[config.mk]
export PLATFORM = sky130hd
export DESIGN_NAME = clkdiv_sched
export DESIGN_NICKNAME = d
export VERILOG_FILES = /design/src/rtl/clkdiv_sched.sv
export SDC_FILE = /design/constraint.sdc
export NUM_CORES = 1
export LEC_CHECK = 0
export BUFFER_PORTS_ARGS = -buffer_cell sky130_fd_sc_hd__buf_2
export CAP_MARGIN = 30
export CORE_ASPECT_RATIO = 0.9
export CORE_MARGIN = 2
export CORE_UTILIZATION = 50
export DETAILED_ROUTE_END_ITERATION = 16
export MAX_ROUTING_LAYER = met4
export PLACE_DENSITY_LB_ADDON = 0.1
export SETUP_SLACK_MARGIN = 0.2
export SKIP_LAST_GASP = 1
export SLEW_MARGIN = 20
export SYNTH_ARGS = -nofsm -noshare
export SYNTH_HDL_FRONTEND = slang
export SYNTH_SLANG_ARGS = --single-unit
export TNS_END_PERCENT = 30
[constraint.sdc]
create_clock -name clk -period 5.4 [get_ports clk]
set_clock_uncertainty 0.1 [all_clocks]
set_input_delay 1.08 -clock clk [delete_from_list [all_inputs] [get_ports clk]]
set_output_delay 1.08 -clock clk [all_outputs]
set_load 0.005 [all_outputs]
[src/rtl/clkdiv_sched.sv]
// clkdiv_sched: run-time sequencer for the fabric clock divider. It applies
// divisor changes and stops only on period boundaries, so outclk never runts.
// Ports: clk, rst_n (sync, active-low), run level, cfg_valid/cfg_div/cfg_ready
//   handshake, cfg_err pulse, outclk, tick, busy, state[1:0].
// Option: define CLKDIV_SCHED_PERIOD_CNT_EN to add period_cnt[15:0].
module clkdiv_sched #(
  parameter int W       = 8,
  parameter int DEF_DIV = 8
) (
  input  logic         clk,
  input  logic         rst_n,
  input  logic         run,
  input  logic         cfg_valid,
  input  logic [W-1:0] cfg_div,
  output logic         cfg_ready,
  output logic         cfg_err,
  output logic         outclk,
  output logic         tick,
  output logic         busy,
  output logic [1:0]   state
`ifdef CLKDIV_SCHED_PERIOD_CNT_EN
  ,
  output logic [15:0]  period_cnt
`endif
);

  typedef enum logic [1:0] {
    IDLE = 2'b00,
    RUN  = 2'b01,
    STOP = 2'b10
  } state_e;

  state_e       state_q, state_d;
  logic [W-1:0] cnt_q, cnt_d;
  logic [W-1:0] div_q, div_d;
  logic [W-1:0] pend_div_q, pend_div_d;
  logic         pend_q, pend_d;
  logic         outclk_q, outclk_d;
  logic         tick_q, tick_d;
  logic         cfg_err_q, cfg_err_d;

  logic         boundary;
  logic         accept;
  logic         bad_div;
  logic [W-1:0] cnt_inc;
  logic [W-1:0] lo_d;

`ifdef CLKDIV_SCHED_PERIOD_CNT_EN
  logic [15:0]  pcnt_q, pcnt_d;
`endif

  assign cfg_ready = !pend_q;
  assign accept    = cfg_valid && !pend_q;
  assign bad_div   = (cfg_div < W'(2));
  assign boundary  = (state_q != IDLE) &&
                     (cnt_q == div_q - W'(1));
  assign cnt_inc   = boundary ? '0 : cnt_q + W'(1);

  always_comb begin
    state_d    = state_q;
    cnt_d      = cnt_q;
    div_d      = div_q;
    pend_d     = pend_q;
    pend_div_d = pend_div_q;
    cfg_err_d  = accept && bad_div;

    unique case (state_q)
      IDLE: begin
        cnt_d = '0;
        if (run) state_d = RUN;
      end
      RUN: begin
        cnt_d = cnt_inc;
        if (!run) state_d = boundary ? IDLE : STOP;
      end
      STOP: begin
        cnt_d = cnt_inc;
        if (run)           state_d = RUN;
        else if (boundary) state_d = IDLE;
      end
      default: begin
        state_d = IDLE;
        cnt_d   = '0;
      end
    endcase

    // A pending divisor lands on a boundary, or at once if
    // the last boundary already dropped us into IDLE.
    if (pend_q && (boundary || state_q == IDLE)) begin
      div_d  = pend_div_q;
      pend_d = 1'b0;
    end

    // Only seen when pend_q=0, so never races the apply above.
    if (accept && !bad_div) begin
      if (state_q == IDLE) begin
        div_d = cfg_div;
      end else begin
        pend_d     = 1'b1;
        pend_div_d = cfg_div;
      end
    end

    lo_d     = div_d - (div_d >> 1);
    outclk_d = (state_d != IDLE) && (cnt_d >= lo_d);
    tick_d   = (state_d != IDLE) && (cnt_d == lo_d);
  end

`ifdef CLKDIV_SCHED_PERIOD_CNT_EN
  assign pcnt_d = boundary ? pcnt_q + 16'd1 : pcnt_q;
`endif

  always_ff @(posedge clk) begin
    if (!rst_n) begin
      state_q    <= IDLE;
      cnt_q      <= '0;
      div_q      <= W'(DEF_DIV);
      pend_q     <= 1'b0;
      pend_div_q <= '0;
      outclk_q   <= 1'b0;
      tick_q     <= 1'b0;
      cfg_err_q  <= 1'b0;
`ifdef CLKDIV_SCHED_PERIOD_CNT_EN
      pcnt_q     <= '0;
`endif
    end else begin
      state_q    <= state_d;
      cnt_q      <= cnt_d;
      div_q      <= div_d;
      pend_q     <= pend_d;
      pend_div_q <= pend_div_d;
      outclk_q   <= outclk_d;
      tick_q     <= tick_d;
      cfg_err_q  <= cfg_err_d;
`ifdef CLKDIV_SCHED_PERIOD_CNT_EN
      pcnt_q     <= pcnt_d;
`endif
    end
  end

  assign outclk  = outclk_q;
  assign tick    = tick_q;
  assign cfg_err = cfg_err_q;
  assign busy    = (state_q != IDLE);
  assign state   = state_q;

`ifdef CLKDIV_SCHED_PERIOD_CNT_EN
  assign period_cnt = pcnt_q;
`endif

endmodule

; After elaboration in Yosys (flattened, before gate mapping)
; Index checks and enable logic that the tools add are counted.
[totals]
elab_cells = 47
reg_bits = 30
input_bits = 12
out_inout_bits = 7
[classes]
order_cmp = 2
n_bitwise = 1
reduce_logical = 15
n_eq_ne = 4
n_mux = 14
add_sub_neg = 3
[op_table]
columns = operator, count
row1 = $mux 8, 5
row2 = $eq 8x8->1, 2
row3 = $mux 2, 5
row4 = $add 8x1->8 const B, 1
row5 = $ge 8x8->1, 1
row6 = $lt 8x2->1 const B, 1
row7 = $sub 8x1->8 const B, 1
row8 = $sub 8x7->8, 1
row9 = $logic_and 1x1->1, 7
row10 = $pmux 2 s3, 1
row11 = $reduce_bool 2->1, 2
row12 = $mux 1, 3
row13 = $eq 2x1->1 const B, 1
row14 = $eq 2x2->1 const B, 1
row15 = $logic_not 1->1, 2
row16 = $logic_not 2->1, 1
row17 = $reduce_and 2->1, 1
row18 = $reduce_or 2->1, 1
row19 = $logic_or 1x1->1, 1
row20 = $not 1->1, 1

; Depth between registers and ports, before layout
; Gate-level depths: netlist (run 1).
[depth]
depth_word = 11
ltp_mapped = 22
ltp_nobuf = 21

; Worst setup path before layout (run 1)
; No wires, ideal clock.
[synth_path]
kind = input-to-reg
from = input port cfg_div[4]
to = register outclk_q (netlist: outclk)
setup_time_ns = 0.115
required_ns = 5.185
n_path_buf = 1
arrival_ns = 4.410
stages = 18
slack_ns = 0.774
cell_sequence = or4_1 > o211ai_2 > clkbuf_1 > nor2_1 > o21a_1 > ha_1 > fa_1 > nor2b_1 > o21ai_0 > nand2b_1 > a21o_1 > a21oi_1 > xor2_1 > ha_1 > a21o_1 > a21oi_1 > o21ai_0 > and3_1
[synth_via]
elab_chain_len = 7
word_cells_on_any_way = 8
[synth_rtl]
columns = item, line_no
row1 = start: declaration, 14  ; input logic [W-1:0] cfg_div,
row2 = $lt 8x2->1, 54  ; assign bad_div = (cfg_div < W'(2));
row3 = $logic_not 1->1, 95  ; if (accept && !bad_div) begin
row4 = $logic_and 1x1->1, 95
row5 = $mux 8 *, 95
row6 = $sub 8x7->8 *, 104  ; lo_d = div_d - (div_d >> 1);
row7 = $ge 8x8->1 *, 105  ; outclk_d = (state_d != IDLE) && (cnt_d >= lo_d);
row8 = $logic_and 1x1->1 *, 105
row9 = end signal: assignment, 132  ; outclk_q <= outclk_d;
row10 = end: declaration, 38  ; logic outclk_q, outclk_d;
; Mark *: on every way between the ends. The rest lies on a longest branch, timed or not.
; A chain may end at the register's enable or synchronous reset.

; Worst setup path in the final report (run 1)
[layout_path]
from = input port cfg_div[4]
to = register outclk_q (netlist: outclk)
[layout_via]
elab_chain_len = 7
word_cells_on_any_way = 8
[layout_rtl]
columns = item, line_no
row1 = $lt 8x2->1, 54
row2 = $logic_not 1->1, 95
row3 = $logic_and 1x1->1, 95
row4 = $mux 8, 95
row5 = named net div_d[2], 35  ; logic [W-1:0] div_q, div_d;
row6 = $sub 8x7->8, 104
row7 = $ge 8x8->1, 105
row8 = $logic_and 1x1->1, 105
; The timed path passes the listed nets, and every way through them passes these cells.

==> results.yml, run 1 <==
run_status:
  status: "finished clean"
synth:
  yosysTopAreaCellShare: 0.247
  yosys.cell_count.top_type: "nor2_1"
  synth_area_leaders: "dfxtp_1, ha_1, nor2_1"
  ys_ff_latch: 30
  yosys-top-cells-count: "nor2_1, dfxtp_1, ha_1, a21oi_1, o21ai_0"
  async_reset_ff_frac: 0
  synth_area_um2: 2430
  synth_area_leader_cell: "dfxtp_1"
  yosysWarningCount: 0
  synth_seq_area_share: 0.247
  avgSynthCellArea_um2: 8.30
  synth_edf_count: 0
  ys.flop_type: "dfxtp_1"
  syn_nets: 328
  netlist_instances: 293
  synth.distinct_cells: 52
die:
  pin_count: 19
  core_area_um2: 4770
  die_y_um: 70.2
  die_w_um: 77.5
  core.rowCount: 24
  start_util: 0.509
  dieArea_um2: 5440
layout:
  fillerInstances: 465
  final_nets: 345
  multi_input_area_um2: 1730
  regArea_um2: 601
  post-route-util: 0.557
  area.growth.synth_to_final_pct: 9.26
  drive_gt1_frac: 0.154
  insertedDiodeCount: 0
  final_area_um2: 2660
  finalNonFillerCells: 376
global_route:
  grt_pass1_vias: 1891
  overflow: 0
  track_usage: 0.219
  grt_max_degree: 22
  grt_pass1_wl_um: 9130
  antenna_found_initial: 0
drt:
  vias: 2055
  wire_per_inst_um: 14.4
  drtIter0Drc: 134
  wl_um: 5430
  antenna_left: 0
  firstDrtPassIters: 5
  viasPerCell: 5.47
  drc: 0
timing:
  rsz0062_at_grt: "false"
  setup_ws_ns: 0.630
  tns_ns: 0
  fmax_ghz: 0.210
  max_slew_margin: 0.387
  finalCritPeriodShare: 0.883
  max_slew.worst_pin.slew_ns: 0.916
  drv_slew: 0
  setup_viol: 0
  layout_min_cycle_time_ns: 4.77
  finalHoldViolCount: 0
worst_setup_path:
  path_max_fanout: 6
  r2r_slack_ns: 0.66
  critPathKind: "primary input to flip-flop"
  crit_path_end: "outclk$_SDFF_PN0_"
  arrival_ns: 4.85
  r2r_cells: 21
  end_kind: "flip-flop"
  crit_path_start: "cfg_div[4]"
  rr_endpoint: "outclk$_SDFF_PN0_"
  startpoint_type: "primary input"
  cp.required_ns: 5.48
  rr_startpoint: "div_q[0]$_SDFF_PN0_"
clock_network:
  insertion_delay_ns: 0.29
  postCtsHoldBufs: 0
  cts_sinks: 30
  cts_buffer_depth: 2
  cts.reportedPaths.clkPinSlew_ns: 0.07
  cts_tree: "yes"
  cts_resized: 0
  root_buffer: "clkbuf_8"
  cts-htree-levels: 2
  post-cts-setup-buffers: 0
  numCtsBuffers: 5
place:
  dp_hpwl_um: 4140
  placed_area_um2: 2570
  placed_cells: 368
  place.gp.congestion: 0.849
  io_buffers: 18
  place_ws_ns: 0.345
pwr:
  ir_drop_v: 0.000198
  p_leak_nw: 1.08
  pwr_density_cell_nw_per_um2: 316
worst_hold_path:
  hold_class: "flip-flop to flip-flop"
job:
  drv_cap: 0
==> through the flow <==
step | power (mW) | hold slack (ns)
finish | 0.839 | 0.400
global route | 0.913 | 0.428
CTS | 0.846 | 0.403
detailed placement | 0.653 | 0.394
global placement | 0.653 | 0.387
floorplan | 0.575 | 0.354
==> cell usage in the layout, fill, tap and decap left out, drive strengths merged, types with 8 or more instances in the layout <==
master,netlist,final
nor2,41,41
nor2b,12,12
o21ai,18,18
mux2i,9,9
a21o,8,8
buf,4,21
dfxtp,30,30
nand2,8,8
inv,12,12
ha,22,22
xor2,8,8
xnor2,12,12
o211ai,11,11
a21oi,19,19
==> layer usage <==
layer / vias up / GRT usage / part of all wire
met2: 39 / 0.322 / 0.45
met5: - / - / 0
li1: 1092 / - / -
met4: 0 / 0.0595 / 0.0092
met1: 919 / 0.310 / 0.51
met3: 5 / 0.0388 / 0.036
==> layout make-up <==
type | instances | share of cell area
multi-input combinational | 240 | 0.650
tap | 65 | 0.0306
timing repair buffer | 21 | 0.0424
inverter | 12 | 0.0169
sequential | 30 | 0.226
clock buffer | 7 | 0.0325
clock inverter | 1 | 0.00188
==> power breakdown <==
part           total, mW  internal [mW]  switching, mW  leakage (nW)
Combinational      0.385          0.179          0.206         0.791
Clock              0.191          0.103         0.0882        0.0482
Sequential         0.264          0.237         0.0266         0.245
Total              0.839          0.518          0.321          1.08
==> cells by family (layout without fill, tap and decap cells) <==
| group | after synthesis | count (layout) | synth area share |
|---|---|---|---|
| XOR/XNOR | 20 | 20 | 0.0720 |
| adder cells (fa/ha/maj) | 23 | 23 | 0.121 |
| AND/OR/NAND/NOR | 105 | 105 | 0.224 |
| buffers and inverters | 23 | 41 | 0.0432 |
| multiplexers | 11 | 11 | 0.0478 |
| flip-flops | 30 | 30 | 0.247 |
| AO/OA/AOI/OAI | 81 | 81 | 0.244 |
==> how the worst min path moves through the flow <==
| stage | start | to | slack [ns] | cells after the start |
|---|---|---|---|---|
| global placement | pend_div_q[5]$_SDFFE_PN0P_ | div_q[5]$_SDFF_PN0_ | 0.39 | 2 |
| floorplan | cnt_q[0]$_SDFF_PN0_ | cnt_q[0]$_SDFF_PN0_ | 0.35 | 1 |
| finish | pend_div_q[4]$_SDFFE_PN0P_ | div_q[4]$_SDFF_PN0_ | 0.40 | 2 |
| CTS | pend_div_q[4]$_SDFFE_PN0P_ | div_q[4]$_SDFF_PN0_ | 0.40 | 2 |
| global route | pend_div_q[5]$_SDFFE_PN0P_ | div_q[5]$_SDFF_PN0_ | 0.43 | 2 |
| detailed placement | pend_div_q[4]$_SDFFE_PN0P_ | div_q[4]$_SDFF_PN0_ | 0.39 | 2 |
==> worst max-delay path, stage by stage <==
cell,delay [ns]
buf_2,0.12
or4_1,0.61
o211a_1,0.33
nor2_1,0.11
nor2_1,0.05
a31oi_1,0.28
o21ai_0,0.21
ha_1,0.37
nor2b_1,0.14
o21ai_0,0.13
nand2b_1,0.10
a21o_1,0.18
a21oi_1,0.16
xor2_1,0.16
ha_1,0.26
a21o_1,0.16
a21oi_1,0.14
o21ai_0,0.09
and3_1,0.16
==> state kept, by name (all words and copies together) (netlist names) <==
register,flops
div_q,8
pend_q,1
cnt_q,8
cfg_err,1
tick,1
state,2
pend_div_q,8
outclk,1
Power figures use the tool's default switching activity.
==> run 2: changes to the inputs <==
--- a/config.mk
+++ b/config.mk
@@ -6,4 +6,5 @@
 export NUM_CORES = 1
 export LEC_CHECK = 0
+export ABC_AREA = 1
 export BUFFER_PORTS_ARGS = -buffer_cell sky130_fd_sc_hd__buf_2
 export CAP_MARGIN = 30
==> constraint.sdc (replaced) <==
create_clock -name clk -period 5.4 [get_ports clk]
set_clock_uncertainty 0.1 [all_clocks]
set_input_delay 0.27 -clock clk [delete_from_list [all_inputs] [get_ports clk]]
set_output_delay 0.27 -clock clk [all_outputs]
set_load 0.005 [all_outputs]
==> results.yml, run 2 <==
run_status:
  status: "finished clean"
timing:
  rsz0062_at_grt: "false"
  max_slew.worst_pin.slew_ns: 0.910
  finalHoldViolCount: 0
  hold-worst-slack_ns: 0.161
  max_slew_margin: 0.393
  setup_viol: 0
  tns_ns: 0
  drv_slew: 0
  finalCritPeriodShare: 0.843
  layout_min_cycle_time_ns: 4.55
  fmax_ghz: 0.220
layout:
  insertedDiodeCount: 0
  final_nets: 376
  finalNonFillerCells: 403
  reg.largest.list: "cnt_q x8, div_q x8, pend_div_q x8"
  fillerInstances: 436
  layout_commonest_cell: "nand2_1"
  area.growth.synth_to_final_pct: 9.10
  final_cell_mix: "nand2_1, inv_1, nand3_1"
  drive_gt1_frac: 0.152
worst_setup_path:
  cp.required_ns: 5.46
  cp_top_family: "simple AND/OR/NAND/NOR gates"
  critPathKind: "flip-flop to flip-flop"
  end_kind: "flip-flop"
  path_max_fanout: 11
  crit_slowest_cell: "dfxtp_1"
  max_stage_delay_ns: 0.38
  startpoint_type: "flip-flop"
  cp_common_cell: "nand2_1"
  path_buf_inv: 4
  arrival_ns: 4.61
die:
  dieArea_um2: 5000
  core_area_um2: 4370
  start_util: 0.509
  die_w_um: 74.4
  pin_count: 19
  die_y_um: 67.3
  core.rowCount: 23
synth:
  avgSynthCellArea_um2: 6.92
  yosysWarningCount: 0
  yosysTopAreaCellShare: 0.270
  yosys-top-cells-count: "nand2_1, inv_1, nand3_1, dfxtp_1, nor2_1"
  synth_area_um2: 2230
  netlist_instances: 322
  ys.flop_type: "dfxtp_1"
  synth_edf_count: 0
  synth_area_leaders: "dfxtp_1, ha_1, nand2_1"
  ys_ff_latch: 30
  synth_area_leader_cell: "dfxtp_1"
  synth.distinct_cells: 33
  async_reset_ff_frac: 0
  syn_nets: 357
  yosys.cell_count.top_type: "nand2_1"
  synth_seq_area_share: 0.270
global_route:
  overflow: 0
  groute.layer.met3.usage: 0.0612
  top_usage_layer: "met2"
  grt_pass1_vias: 1930
  grtUsageMet1: 0.331
  track_usage: 0.242
  grtUsageMet2: 0.348
  antenna_found_initial: 0
  grt_pass1_wl_um: 8900
  grt_max_degree: 24
job:
  drv_cap: 0
place:
  placed_cells: 396
  dp_hpwl_um: 3900
  io_buffers: 18
  place.gp.congestion: 0.953
worst_hold_path:
  hold_class: "primary input to flip-flop"
clock_network:
  cts-htree-levels: 2
  root_buffer: "clkbuf_8"
  post-cts-setup-buffers: 0
  insertion_delay_ns: 0.28
  cts.reportedPaths.clkPinSlew_ns: 0.06
  postCtsHoldBufs: 0
  numCtsBuffers: 5
  cts_buffer_depth: 2
  cts_resized: 0
  cts_sinks: 30
  cts_tree: "yes"
drt:
  wl_um: 5000
  drc: 0
  wire_per_inst_um: 12.4
  drtIter0Drc: 99
  vias: 1982
  viasPerCell: 4.92
  antenna_left: 0
  firstDrtPassIters: 4
pwr:
  ir_drop_v: 0.000175
  power_mw: 0.751
  switching_power_mw: 0.298
  pwr-share-comb: 0.433
  share_seq_of_total_power: 0.339
  p_leak_nw: 1.13
  pwr_density_cell_nw_per_um2: 309
  pwr-share-clk: 0.228
  swShare: 0.397
  p_int_mw: 0.453
## run 2: cell types whose count changed in the layout (fill, tap and decap cells not counted), moves of 8 or more
cell / before / now
nand2_2: 0 / 12
nor2_2: 0 / 8
inv_1: 12 / 38
mux2i_1: 9 / 0
a21o_1: 8 / 0
nand3_1: 7 / 37
o211ai_2: 9 / 0
nor2_1: 41 / 28
nand2_1: 8 / 67
nor2b_1: 12 / 0
## run 2: worst paths after layout
path | startpoint | end | slack (ns) | cells after the start
max reg2reg | div_q[0]$_SDFF_PN0_ | outclk$_SDFF_PN0_ | 0.85 | 33
max | div_q[0]$_SDFF_PN0_ | outclk$_SDFF_PN0_ | 0.85 | 33
min | rst_n | div_q[3]$_SDFF_PN1_ | 0.16 | 2
min reg2reg | pend_div_q[6]$_SDFFE_PN0P_ | pend_div_q[6]$_SDFFE_PN0P_ | 0.37 | 2
## run 2: area by class of cell
type | instances | area, um^2 | share of cell area
Clock buffer | 7 | 76.3 | 0.0314
Timing Repair Buffer | 18 | 90.1 | 0.0371
Sequential cell | 30 | 601 | 0.247
Inverter | 40 | 150 | 0.0618
Multi-Input combinational cell | 246 | 1440 | 0.591
Tap cell | 62 | 77.6 | 0.0319
## run 2: worst register-to-register path, delay by kind of cell (launching register included)
family                     cells  cell delay (ns)
adders and majority gates      3             0.91
and+or+nand+nor               19             1.71
buffers and inverters          4             0.28
AOI/OAI and AO/OA              7             1.05
DFF                            1             0.38
## run 2: logic make-up after synthesis
family / synth area share
compound gates: 0.0781
fa+ha+maj: 0.133
xor+xnor: 0.0669
flops: 0.270
buf+inv: 0.0860
simple gates: 0.367
## run 2: metrics by stage
step | worst slack [ns] | area (um^2) | utilization
final | 0.848 | 2430 | 0.555
after detailed placement | 0.902 | 2350 | 0.538
after global routing | 0.248 | 2430 | 0.555
after CTS | 0.886 | 2430 | 0.555
after floorplan | 1.62 | 2230 | -
after global placement | 0.964 | 2350 | 0.538
## run 2: per-layer routing
metal,vias up,share of wire
li1,1078,-
met1,857,0.53
met2,39,0.41
met3,8,0.044
met4,0,0.016
met5,-,0
## run 2: power by group through the flow
| stage | clock, mW | sequential (mW) | combinational (mW) |
|---|---|---|---|
| floorplan | 0 | 0.253 | 0.265 |
| global placement | 0 | 0.260 | 0.321 |
| detailed placement | 0 | 0.259 | 0.323 |
| CTS | 0.175 | 0.255 | 0.326 |
| global route | 0.185 | 0.257 | 0.385 |
| finish | 0.171 | 0.255 | 0.325 |
==> run 3: changes to the inputs <==
clock period = 3.95 ns   (was 5.4 ns; I/O delays follow)
==> results.yml, run 3 (synthesis gave the netlist of run 2 again) <==
pwr:
  power_mw: 1.30
  p_int_mw: 0.807
  switching_power_mw: 0.492
  swShare: 0.379
  pwr-share-comb: 0.497
  p_leak_nw: 1.30
  pwr-share-clk: 0.236
  ir_drop_v: 0.000293
  pwr_density_cell_nw_per_um2: 454
  share_seq_of_total_power: 0.267
timing:
  layout_min_cycle_time_ns: 3.72
  finalHoldViolCount: 0
  max_slew.worst_pin.slew_ns: 0.905
  max_slew_margin: 0.396
  drv_slew: 0
  fmax_ghz: 0.269
  finalCritPeriodShare: 0.941
  setup_viol: 0
  rsz0062_at_grt: "true"
layout:
  final_area_um2: 2860
  layout_commonest_cell: "nand2_1"
  final_nets: 404
  post-route-util: 0.654
  insertedDiodeCount: 0
  final_cell_mix: "nand2_1, inv_1, nand3_1"
  multi_input_area_um2: 1610
  area.growth.synth_to_final_pct: 28.4
  reg.largest.list: "cnt_q x8, div_q x8, pend_div_q x8"
  regArea_um2: 606
  fillerInstances: 416
  finalNonFillerCells: 432
  drive_gt1_frac: 0.332
clock_network:
  insertion_delay_ns: 0.28
  root_buffer: "clkbuf_8"
  cts-htree-levels: 2
  cts_buffer_depth: 2
  cts_tree: "yes"
  numCtsBuffers: 5
  cts_sinks: 30
  cts.reportedPaths.clkPinSlew_ns: 0.06
global_route:
  groute.layer.met3.usage: 0.0507
  top_usage_layer: "met2"
  grtUsageMet2: 0.384
  antenna_found_initial: 0
  grtUsageMet1: 0.342
  grt_pass1_wl_um: 9360
  grt_pass1_vias: 2004
  track_usage: 0.253
  overflow: 0
  grt_max_degree: 24
worst_setup_path:
  r2r_slack_ns: 0.23
  r2r_cells: 33
  max_stage_delay_ns: 0.33
  cp.required_ns: 4.06
  path_max_fanout: 6
  startpoint_type: "flip-flop"
  critPathKind: "flip-flop to flip-flop"
  cp_top_family: "simple AND/OR/NAND/NOR gates"
  crit_slowest_cell: "dfxtp_2"
  path_buf_inv: 4
  arrival_ns: 3.83
  rr_startpoint: "div_q[1]$_SDFF_PN0_"
  end_kind: "flip-flop"
  rr_endpoint: "outclk$_SDFF_PN0_"
  cp_common_cell: "nand2_1"
job:
  drv_cap: 0
drt:
  drc: 0
  drtIter0Drc: 125
  viasPerCell: 5.06
  wire_per_inst_um: 13.5
  antenna_left: 0
  vias: 2185
  wl_um: 5820
  firstDrtPassIters: 5
die:
  core.rowCount: 23
  start_util: 0.509
  core_area_um2: 4370
  die_w_um: 74.4
  dieArea_um2: 5000
  pin_count: 19
  die_y_um: 67.3
worst_hold_path:
  hold_path_end: "div_q[3]$_SDFF_PN1_"
  hold_class: "primary input to flip-flop"
  worstHoldStart: "rst_n"
  holdPathStages: 2
run_status:
  status: "finished clean"
place:
  placed_cells: 412
  placed_area_um2: 2470
  dp_hpwl_um: 4240
  place.gp.congestion: 0.903
  io_buffers: 18
run 3: cell types whose count changed in the layout (fill, tap and decap cells not counted), sizes merged:
cell    delta
buf       +28
bufinv     +1
run 3: layout make-up:
| class | instances | area share |
|---|---|---|
| Clock buffer | 7 | 0.0267 |
| Clock inverter | 1 | 0.0105 |
| Inverter | 40 | 0.0534 |
| Multi-Input combinational cell | 246 | 0.563 |
| Sequential cell | 30 | 0.212 |
| Tap cell | 62 | 0.0271 |
| Timing Repair Buffer | 46 | 0.108 |
run 3: worst reg2reg max path: cells and delay by family, from the launching register on:
| family | cells | cell delay (ns) |
|---|---|---|
| flops | 1 | 0.33 |
| fa+ha+maj | 3 | 0.72 |
| buf+inv | 4 | 0.21 |
| compound gates | 4 | 0.47 |
| simple gates | 22 | 1.84 |
run 3: how the worst max path moves through the flow:
stage | start | end | slack [ns] | depth (start not counted)
after floorplan | div_q[0]$_SDFF_PN0_ | outclk$_SDFF_PN0_ | 0.21 | 27
after CTS | div_q[0]$_SDFF_PN0_ | outclk$_SDFF_PN0_ | 0.20 | 33
final | div_q[1]$_SDFF_PN0_ | outclk$_SDFF_PN0_ | 0.23 | 33
after global routing | div_q[0]$_SDFF_PN0_ | outclk$_SDFF_PN0_ | -0.03 | 33
after global placement | div_q[0]$_SDFF_PN0_ | outclk$_SDFF_PN0_ | 0.05 | 26
after detailed placement | div_q[0]$_SDFF_PN0_ | outclk$_SDFF_PN0_ | -0.02 | 27
run 3: power groups by stage:
stage               sequential [mW]  clock [mW]  combinational, mW
detailed placement            0.351           0              0.491
global placement              0.351           0              0.486
floorplan                     0.346           0              0.363
global route                  0.350       0.325              0.717
CTS                           0.345       0.312              0.538
finish                        0.347       0.306              0.645
run 3: metrics by stage:
step                      hold WS [ns]  TNS [ns]  worst slack, ns
after floorplan                  0.164         0            0.212
after global placement           0.358         0           0.0461
after detailed placement         0.358   -0.0249          -0.0249
after CTS                       0.0784         0            0.202
after global routing            0.0985   -0.0346          -0.0271
final                           0.0898         0            0.233
run 3: repair_timing:
action | 4_1_cts | 5_1_grt
setup endpoints to repair | 2 | 2
gates resized for setup | 18 | 35
hold buffers | 0 | 0
setup buffers | 1 | 11
endpoints found under the hold margin | 0 | 0
pin swaps | 6 | 41
run 3: per-layer routing:
layer  vias to the layer above  routed length, um
met5                         -                  0
met4                         0                 85
met3                        11                275
met2                        44               2660
met1                      1001               2790
li1                       1129                  -
